<file path="src/rtl/gdp_pkg.sv">
// gdp_pkg: shared types and constants for the gdp sequencer.
//   state_t  - sequencer FSM states
//   op_t     - command op codes
//   ALU_*/SH_* - datapath function codes
//   R0..R3   - register file addresses
//   cw_t     - packed datapath control word
package gdp_pkg;

    typedef enum logic [2:0] {
        S_IDLE, S_CLR, S_LDA, S_LDN, S_BODY, S_DEC, S_OUT, S_ERR
    } state_t;

    typedef enum logic [1:0] {OP_SUM, OP_MULT, OP_POW2, OP_ILL} op_t;

    localparam logic [2:0] ALU_PASSA = 3'b000;
    localparam logic [2:0] ALU_AND   = 3'b001;
    localparam logic [2:0] ALU_OR    = 3'b010;
    localparam logic [2:0] ALU_NOTA  = 3'b011;
    localparam logic [2:0] ALU_ADD   = 3'b100;
    localparam logic [2:0] ALU_SUB   = 3'b101;
    localparam logic [2:0] ALU_INC   = 3'b110;
    localparam logic [2:0] ALU_DEC   = 3'b111;

    localparam logic [1:0] SH_PASS = 2'b00;
    localparam logic [1:0] SH_SHL  = 2'b01;
    localparam logic [1:0] SH_SHR  = 2'b10;
    localparam logic [1:0] SH_ROTR = 2'b11;

    localparam logic [1:0] R0 = 2'd0;
    localparam logic [1:0] R1 = 2'd1;
    localparam logic [1:0] R2 = 2'd2;
    localparam logic [1:0] R3 = 2'd3;

    typedef struct packed {
        logic       ie;
        logic       we;
        logic [1:0] wa;
        logic       rae;
        logic [1:0] raa;
        logic       rbe;
        logic [1:0] rba;
        logic [2:0] alu;
        logic [1:0] sh;
        logic       oe;
    } cw_t;

    // MULT keeps a in R1, so its running sum lives in R2.
    function automatic logic [1:0] acc_reg(input op_t op);
        return op == OP_MULT ? R2 : R1;
    endfunction

endpackage

</file>
<file path="src/rtl/gdp_cw_decode.sv">
// gdp_cw_decode: Moore decode of (state, latched op) into the datapath control word.
//   i_state  - current sequencer state
//   i_op     - latched op
//   o_cw     - datapath control word
//   o_ld_idx - operand index the host must present while IE=1
module gdp_cw_decode
    import gdp_pkg::*;
(
    input  state_t i_state,
    input  op_t    i_op,
    output cw_t    o_cw,
    output logic   o_ld_idx
);

    logic [1:0] w_acc;
    logic       w_pow2;

    assign w_acc  = acc_reg(i_op);
    assign w_pow2 = i_op == OP_POW2;

    always_comb begin
        o_cw     = '0;
        o_ld_idx = 1'b0;
        case (i_state)
            S_CLR: begin
                o_cw.we  = 1'b1;
                o_cw.wa  = w_acc;
                // Read ports are off, so A=0: INC seeds 1, PASSA seeds 0.
                o_cw.alu = w_pow2 ? ALU_INC : ALU_PASSA;
            end
            S_LDA: begin
                o_cw.ie = 1'b1;
                o_cw.we = 1'b1;
                o_cw.wa = R1;
            end
            S_LDN: begin
                o_cw.ie  = 1'b1;
                o_cw.we  = 1'b1;
                o_cw.wa  = R0;
                o_ld_idx = i_op == OP_MULT;
            end
            S_BODY: begin
                o_cw.we  = 1'b1;
                o_cw.wa  = w_acc;
                o_cw.rae = 1'b1;
                o_cw.raa = w_acc;
                o_cw.rbe = !w_pow2;
                o_cw.rba = i_op == OP_MULT ? R1 : R0;
                o_cw.alu = w_pow2 ? ALU_PASSA : ALU_ADD;
                o_cw.sh  = w_pow2 ? SH_SHL : SH_PASS;
            end
            S_DEC: begin
                o_cw.we  = 1'b1;
                o_cw.wa  = R0;
                o_cw.rae = 1'b1;
                o_cw.raa = R0;
                o_cw.alu = ALU_DEC;
            end
            S_OUT: begin
                o_cw.oe  = 1'b1;
                o_cw.rae = 1'b1;
                o_cw.raa = w_acc;
                o_cw.alu = ALU_PASSA;
            end
            default: ;
        endcase
    end

endmodule

</file>
<file path="src/rtl/gdp_seq.sv">
// gdp_seq: command sequencer driving the general datapath for SUM, MULT and POW2 loops.
//   clk, rst        - clock, async active-high reset
//   start, op       - command strobe and op code (sampled in IDLE)
//   abort           - cancel any running command
//   nEqZero         - datapath write bus equals zero
//   IE..OE          - datapath control word
//   ld_idx          - operand index requested while IE=1
//   busy/done/err   - status
//   iter_cnt        - BODY cycles of the current or last command
module gdp_seq
    import gdp_pkg::*;
#(
    parameter int LOOP_W = 8
) (
    input  logic              clk,
    input  logic              rst,
    input  logic              start,
    input  logic [1:0]        op,
    input  logic              abort,
    input  logic              nEqZero,
    output logic              IE,
    output logic              WE,
    output logic [1:0]        WA,
    output logic              RAE,
    output logic [1:0]        RAA,
    output logic              RBE,
    output logic [1:0]        RBA,
    output logic [2:0]        ALU,
    output logic [1:0]        SH,
    output logic              OE,
    output logic              ld_idx,
    output logic              busy,
    output logic              done,
    output logic              err,
    output logic [LOOP_W-1:0] iter_cnt
);

    state_t            r_state;
    state_t            w_next;
    op_t               r_op;
    logic [LOOP_W-1:0] r_iter;
    cw_t               w_cw;
    logic              w_accept;

    assign w_accept = r_state == S_IDLE && start && op_t'(op) != OP_ILL;

    always_comb begin
        w_next = r_state;
        case (r_state)
            S_IDLE:  w_next = start ? (op_t'(op) == OP_ILL ? S_ERR : S_CLR) : S_IDLE;
            S_CLR:   w_next = r_op == OP_MULT ? S_LDA : S_LDN;
            S_LDA:   w_next = S_LDN;
            S_LDN:   w_next = nEqZero ? S_OUT : S_BODY;
            S_BODY:  w_next = S_DEC;
            S_DEC:   w_next = nEqZero ? S_OUT : S_BODY;
            S_OUT:   w_next = S_IDLE;
            S_ERR:   w_next = S_IDLE;
            default: w_next = S_IDLE;
        endcase
        if (abort && r_state != S_IDLE) w_next = S_IDLE;
    end

    always_ff @(posedge clk or posedge rst) begin
        if (rst) begin
            r_state <= S_IDLE;
            r_op    <= OP_SUM;
            r_iter  <= '0;
        end else begin
            r_state <= w_next;
            if (w_accept) begin
                r_op   <= op_t'(op);
                r_iter <= '0;
            end else if (r_state == S_BODY && r_iter != '1) begin
                r_iter <= r_iter + 1'b1;
            end
        end
    end

    gdp_cw_decode u_dec (
        .i_state  (r_state),
        .i_op     (r_op),
        .o_cw     (w_cw),
        .o_ld_idx (ld_idx)
    );

    assign IE       = w_cw.ie;
    assign WE       = w_cw.we;
    assign WA       = w_cw.wa;
    assign RAE      = w_cw.rae;
    assign RAA      = w_cw.raa;
    assign RBE      = w_cw.rbe;
    assign RBA      = w_cw.rba;
    assign ALU      = w_cw.alu;
    assign SH       = w_cw.sh;
    assign OE       = w_cw.oe;
    assign busy     = r_state != S_IDLE;
    assign done     = r_state == S_OUT || r_state == S_ERR;
    assign err      = r_state == S_ERR;
    assign iter_cnt = r_iter;

endmodule

</file>
<file path="config.mk">
export PLATFORM = sky130hd
export DESIGN_NAME = gdp_seq
export DESIGN_NICKNAME = d
export VERILOG_FILES = /design/src/rtl/gdp_pkg.sv /design/src/rtl/gdp_cw_decode.sv /design/src/rtl/gdp_seq.sv
export SDC_FILE = /design/constraint.sdc
export NUM_CORES = 1
export LEC_CHECK = 0
export ABC_AREA = 1
export CAP_MARGIN = 10
export CORE_MARGIN = 8
export CORE_UTILIZATION = 39
export CTS_CLUSTER_DIAMETER = 50
export CTS_CLUSTER_SIZE = 40
export DETAILED_ROUTE_END_ITERATION = 12
export GPL_ROUTABILITY_DRIVEN = 0
export GPL_TIMING_DRIVEN = 0
export PLACE_DENSITY = 0.81
export SLEW_MARGIN = 25
export SYNTH_ARGS = -nofsm -noshare
export SYNTH_HDL_FRONTEND = slang
export SYNTH_HIERARCHICAL = 1
export SYNTH_SLANG_ARGS = --single-unit
</file>
<file path="constraint.sdc">
create_clock -name clk -period 1.3 [get_ports clk]
set_input_delay 0.26 -clock clk [delete_from_list [all_inputs] [get_ports clk]]
set_output_delay 0.26 -clock clk [all_outputs]
set_load 0.01 [all_outputs]
</file>
=== Word level (Yosys, flattened, before mapping) ===
Cells that the tools add are included.

* Memory bits (writable): 0
* Logic and storage cells: 51
* Memory bits (read-only): 0
* Register bits after elaboration: 13
* Latch bits: 0
* Memories: 0

* Add/sub/neg operators: 1
* Bitwise operators: 0
* Mux-type cells: 21
* Shift operators: 0
* Reduce and logical (&&, ||, !) cells: 14
* Equal/unequal tests: 12
* $lt $le $gt $ge: 0
* Divide/modulo/power cells: 0
* Multipliers: 0

{| class="wikitable"
|+ Operators by type and width
! kind !! number
|-
| 3-bit two-way mux || 6
|-
| 3-bit case mux with 3 select lines || 2
|-
| 3-bit case mux with 6 select lines || 1
|-
| 8-bit two-way mux || 2
|-
| 3-bit equality test, second input constant || 4
|-
| 2-bit OR reduction || 5
|-
| 8-bit by 1-bit adder with 8-bit output, second input constant || 1
|-
| 8-bit inequality test, second input constant || 1
|-
| 3-bit by 2-bit equality test with 1-bit output, second input constant || 2
|-
| 1-bit two-way mux || 6
|-
| 2-bit two-way mux || 3
|-
| 3-bit case mux with 2 select lines || 1
|-
| 2-bit equality test, second input constant || 2
|-
| 1-bit logical AND || 4
|-
| 3-bit by 1-bit equality test with 1-bit output, second input constant || 1
|-
| 3-bit logical NOT || 1
|-
| 3-bit nonzero test || 1
|-
| 2-bit by 1-bit equality test with 1-bit output, second input constant || 1
|-
| 2-bit inequality test, second input constant || 1
|-
| 2-bit nonzero test || 1
|-
| 1-bit logical NOT || 1
|-
| 1-bit logical OR || 1
|}

=== Longest topological paths before layout ===
* Depth after elaboration: 5
* Mapped depth: 8

=== Hierarchy ===
Netlist, hierarchy kept.

{| class="wikitable"
|+ Modules (own cells, without submodules)
! module !! times used !! cells each !! area each (µm²)
|-
| gdp_seq || 1 || 106 || 792.0
|-
| gdp_cw_decode || 1 || 38 || 168.9
|}

=== Worst setup path before layout ===
No wires, ideal clock.

* Path type: reg-to-reg
* From: register r_iter[0] (netlist: iter_cnt[0])
* To: register r_iter[5] (netlist: iter_cnt[5])
* Buffers on the path: 0
* Slack: -21 ps
* Cell stages (with the launch flop): 9
* Setup time: 65 ps
* Data required time: 1235 ps
* Arrival time: 1256 ps
* Path through: dfrtp_1 > ha_1 > nand3_2 > clkinv_1 > nand2_1 > nand2_4 > inv_2 > nand3_1 > nand2_1

* Cells in the longest elaborated chain, start to end: 3
* Elaborated cells between the ends (all ways): 6

{| class="wikitable"
|+ Ends and longest elaborated chain
! element !! line !! source
|-
| start: declaration || gdp_seq.sv:41 || <nowiki>logic [LOOP_W-1:0] r_iter;</nowiki>
|-
| start signal: assignment || gdp_seq.sv:74 || <nowiki>r_iter <= r_iter + 1'b1;</nowiki>
|-
| 8-bit by 1-bit adder with 8-bit output or 8-bit inequality test (tied branches) || gdp_seq.sv:74, gdp_seq.sv:73 ||
|-
| 8-bit two-way mux or 1-bit logical AND (tied branches) || gdp_seq.sv:73 || <nowiki>end else if (r_state == S_BODY && r_iter != '1) begin</nowiki>
|-
| 8-bit two-way mux or 2-bit nonzero test (tied branches) || - ||
|}

Parallel ways exist; a longest one is shown, timed or not. The select of a mux whose other input is x is not followed.
A chain may end at the register's enable or synchronous reset.

=== Final worst setup path ===
* From: register r_state[2]
* To: output SH[0]

* Cells in the longest elaborated chain, start to end: 2

{| class="wikitable"
|+ Ends and longest elaborated chain
! element !! line !! source
|-
| start: declaration || gdp_seq.sv:38 || <nowiki>state_t r_state;</nowiki>
|-
| start signal: assignment || gdp_seq.sv:69 || <nowiki>r_state <= w_next;</nowiki>
|-
| 3-bit equality test || gdp_cw_decode.sv:24 || <nowiki>case (i_state)</nowiki>
|-
| 2-bit two-way mux || gdp_cw_decode.sv:24 ||
|-
| end: declaration || gdp_seq.sv:29 || <nowiki>output logic [1:0] SH,</nowiki>
|}

Every way passes these cells.

==> impl_metrics.csv <==
group,metric,value,unit
place,port_buffers,32,
final_layout,nets,218,
final_layout,utilization,0.675,
power_and_ir_drop,powerDensity,2020,mW/mm^2
yosys,seq_area_frac_synth,0.339,
sta,fin_crit_sh,1.21,
floorplanning,dieArea,0.00431,sq mm
clock_tree,clockBufferDepth,2,
global_route,track_usage,0.157,
flow_run,cap_violations,0,
floorplanning,die_h,65.6,um
sta,worst_pin_slew,0.523,ns
status,violations,"setup timing",
routing,drt_wl_total,3390,um
setup_path,rr_worst_depth,7,
yosys,ys_seq_elements,13,
routing,first_iter_violations,87,
routing,drcViolationCount,0,
clock_tree,cts_made_buffers,3,
floorplanning,initial_core_util,0.399,
sta,fmax,0.638,GHz
status,outcome,"finished, violations left",
sta,setup_viol_count_final,29,
sta,post-route-min-period,1.57,ns
clock_tree,clk_latency,0.30,ns
routing,wl_met1,1330,um
power_and_ir_drop,p_leak,0.895,nW
power_and_ir_drop,p_total,3.28,mW
setup_path,reg2reg_from,"r_state[1]",
power_and_ir_drop,ir_worst_vdd,1.26,mV
clock_tree,clk_pin_slew,0.09,ns
clock_tree,tritoncts,"done",
sta,fin_ws,-0.267,ns
yosys,avgSynthCellArea,6.67,sq um
sta,drv_slew,0,
clock_tree,clock-root-buffer,"clkbuf_4",
sta,skew,0.00944,ns
sta,rsz0062_at_grt,"yes",
final_layout,drive_gt1_frac,0.435,
global_route,grt_max_degree,14,
place,dpl.hpwl,2040,um
setup_path,reg2reg_slack,-0.15,ns
yosys,syn_inst,144,
routing,firstDrtPassIters,4,
routing,vias,1213,
setup_path,cp.required,1.04,ns
final_layout,synthToLayoutAreaGrowth,69.3,%
setup_path,crit_type,"reg -> out",
floorplanning,io_pins,35,
routing,top_layer,"met4",
yosys,syn_area,961,sq um
final_layout,insertedDiodeCount,0,
setup_path,cp_data_arrival_time,1.31,ns
setup_path,cp_max_fo,6,
sta,relSlewSlack,0.651,
routing,route.met3.wl,129,um
routing,avgRoutedWirePerCell,14.2,um
setup_path,startpoint_type,"register",
floorplanning,row_count,18,
routing,vias_per_cell,5.08,
yosys,yosysWarningCount,6,
global_route,grt_pass1_vias,1159,
sta,hold_ws,0.307,ns
clock_tree,cts_max_level,1,
sta,hold_viol_final,0,
floorplanning,core_area,0.00241,sq mm
global_route,grt_pass1_wl,5430,um
global_route,antenna_found_initial,0,
setup_path,startpoint,"r_state[2]",
global_route,grt_overflow_total,0,
routing,wl_met2,1850,um
yosys,yosysUniqueCellTypes,27,
routing,drtAntennaViolNets,0,
floorplanning,dieWidth,65.6,um
min_path,holdCritPathClass,"in -> async",
clock_tree,cts.sinks,13,
setup_path,end_kind,"primary output",
clock_tree,cts_hold_buffers,0,
[logic make-up after synthesis]
logic type               count (synthesis)  synth area share
AND/OR/NAND/NOR                         87             0.426
buffers and inverters                   27             0.121
flip-flops                              13             0.339
AO/OA/AOI/OAI                           12            0.0703
XOR/XNOR                                 3            0.0273
adder cells (fa/ha/maj)                  1            0.0130
other                                    1           0.00390
[routing by layer]
metal	GRT usage	vias to the layer above
li1	-	583
met1	0.165	578
met2	0.297	43
met3	0.0187	9
met4	0.0736	0
met5	0	-
[where the power goes]
group / switching, mW / internal, mW / leakage [nW] / total, mW
clock: 0.157 / 0.115 / 0.0177 / 0.272
sequential: 0.176 / 0.534 / 0.162 / 0.710
combinational: 1.23 / 1.07 / 0.715 / 2.30
[synthesized netlist by cell type]
cell | instances | area [sq um]
ha_1 | 1 | 12.5
xnor2_1 | 2 | 17.5
inv_1 | 19 | 71.3
o21ai_1 | 2 | 10.0
dfrtp_1 | 13 | 325
o21ai_0 | 4 | 20.0
buf_4 | 2 | 15.0
nand4_1 | 1 | 6.26
nor2_4 | 1 | 11.3
nand2_2 | 3 | 18.8
a21oi_1 | 3 | 15.0
nand3_2 | 1 | 10.0
nand4_4 | 1 | 21.3
nand3_1 | 23 | 115
nor3_1 | 2 | 10.0
buf_6 | 1 | 11.3
xor2_1 | 1 | 8.76
o21bai_1 | 1 | 7.51
a21oi_2 | 1 | 8.76
clkinv_1 | 1 | 3.75
nand2_1 | 37 | 139
nor2_1 | 16 | 60.1
conb_1 | 1 | 3.75
nor2_2 | 1 | 6.26
a31oi_1 | 1 | 6.26
inv_2 | 4 | 15.0
nand2_4 | 1 | 11.3
[sequential cells by signal, summed over array words and instances (netlist names)]
register / count
r_state: 3
iter_cnt: 8
r_op: 2
[metrics by stage]
step           TNS (ns)  area, sq um  setup WS, ns  cells
2_1_floorplan         0          966       0.00121    145
3_3_place_gp      -7.49         1320        -0.394    207
3_5_place_dp      -7.88         1320        -0.430    207
4_1_cts           -3.85         1550        -0.237    233
5_1_grt           -6.38         1630        -0.339    239
6_report          -4.68         1630        -0.267    239
[area by class of cell]
class                   instances  area [sq um]
clock inverters                 1          5.00
plain buffers                   3          26.3
inverters                      24           103
clock buffers                   3          22.5
fillers                       192           783
multi-input cells             105           606
flip-flops and latches         13           334
well taps                      30          37.5
repair buffers                 60           493
[placed cells by master, fill, tap and decap left out, types with 5 or more instances in the layout]
| cell | n |
|---|---|
| inv_2 | 6 |
| clkdlybuf4s50_1 | 6 |
| inv_1 | 14 |
| nand2_4 | 7 |
| nand2_1 | 31 |
| nand3_1 | 23 |
| buf_6 | 12 |
| dfrtp_1 | 6 |
| buf_2 | 14 |
| buf_4 | 22 |
| nor2_1 | 13 |
| dfrtp_2 | 7 |
| dlygate4sd2_1 | 5 |
[timing repair]
| action | CTS | global route |
|---|---|---|
| endpoints found under the setup margin | 35 | 31 |
| gates cloned | 1 | 0 |
| resized for setup | 119 | 16 |
| buffers inserted | 21 | 6 |
| pin swaps | 4 | 5 |
[critical path, cell delays in order (launching register included)]
cell	delay (ns)
dfrtp_2	0.45
buf_6	0.13
nand2_4	0.06
nor2_4	0.11
inv_2	0.04
nor2_1	0.08
buf_2	0.14
[path summary, 6_finish.rpt]
path / end
hold / removal: r_op[0]
min in group clk: r_op[1]
max in group asynchronous: iter_cnt[0]
hold reg to reg: iter_cnt[3]
setup / recovery: SH[0]
setup reg to reg: iter_cnt[5]
Note: power is estimated with default switching activity, not from simulation.
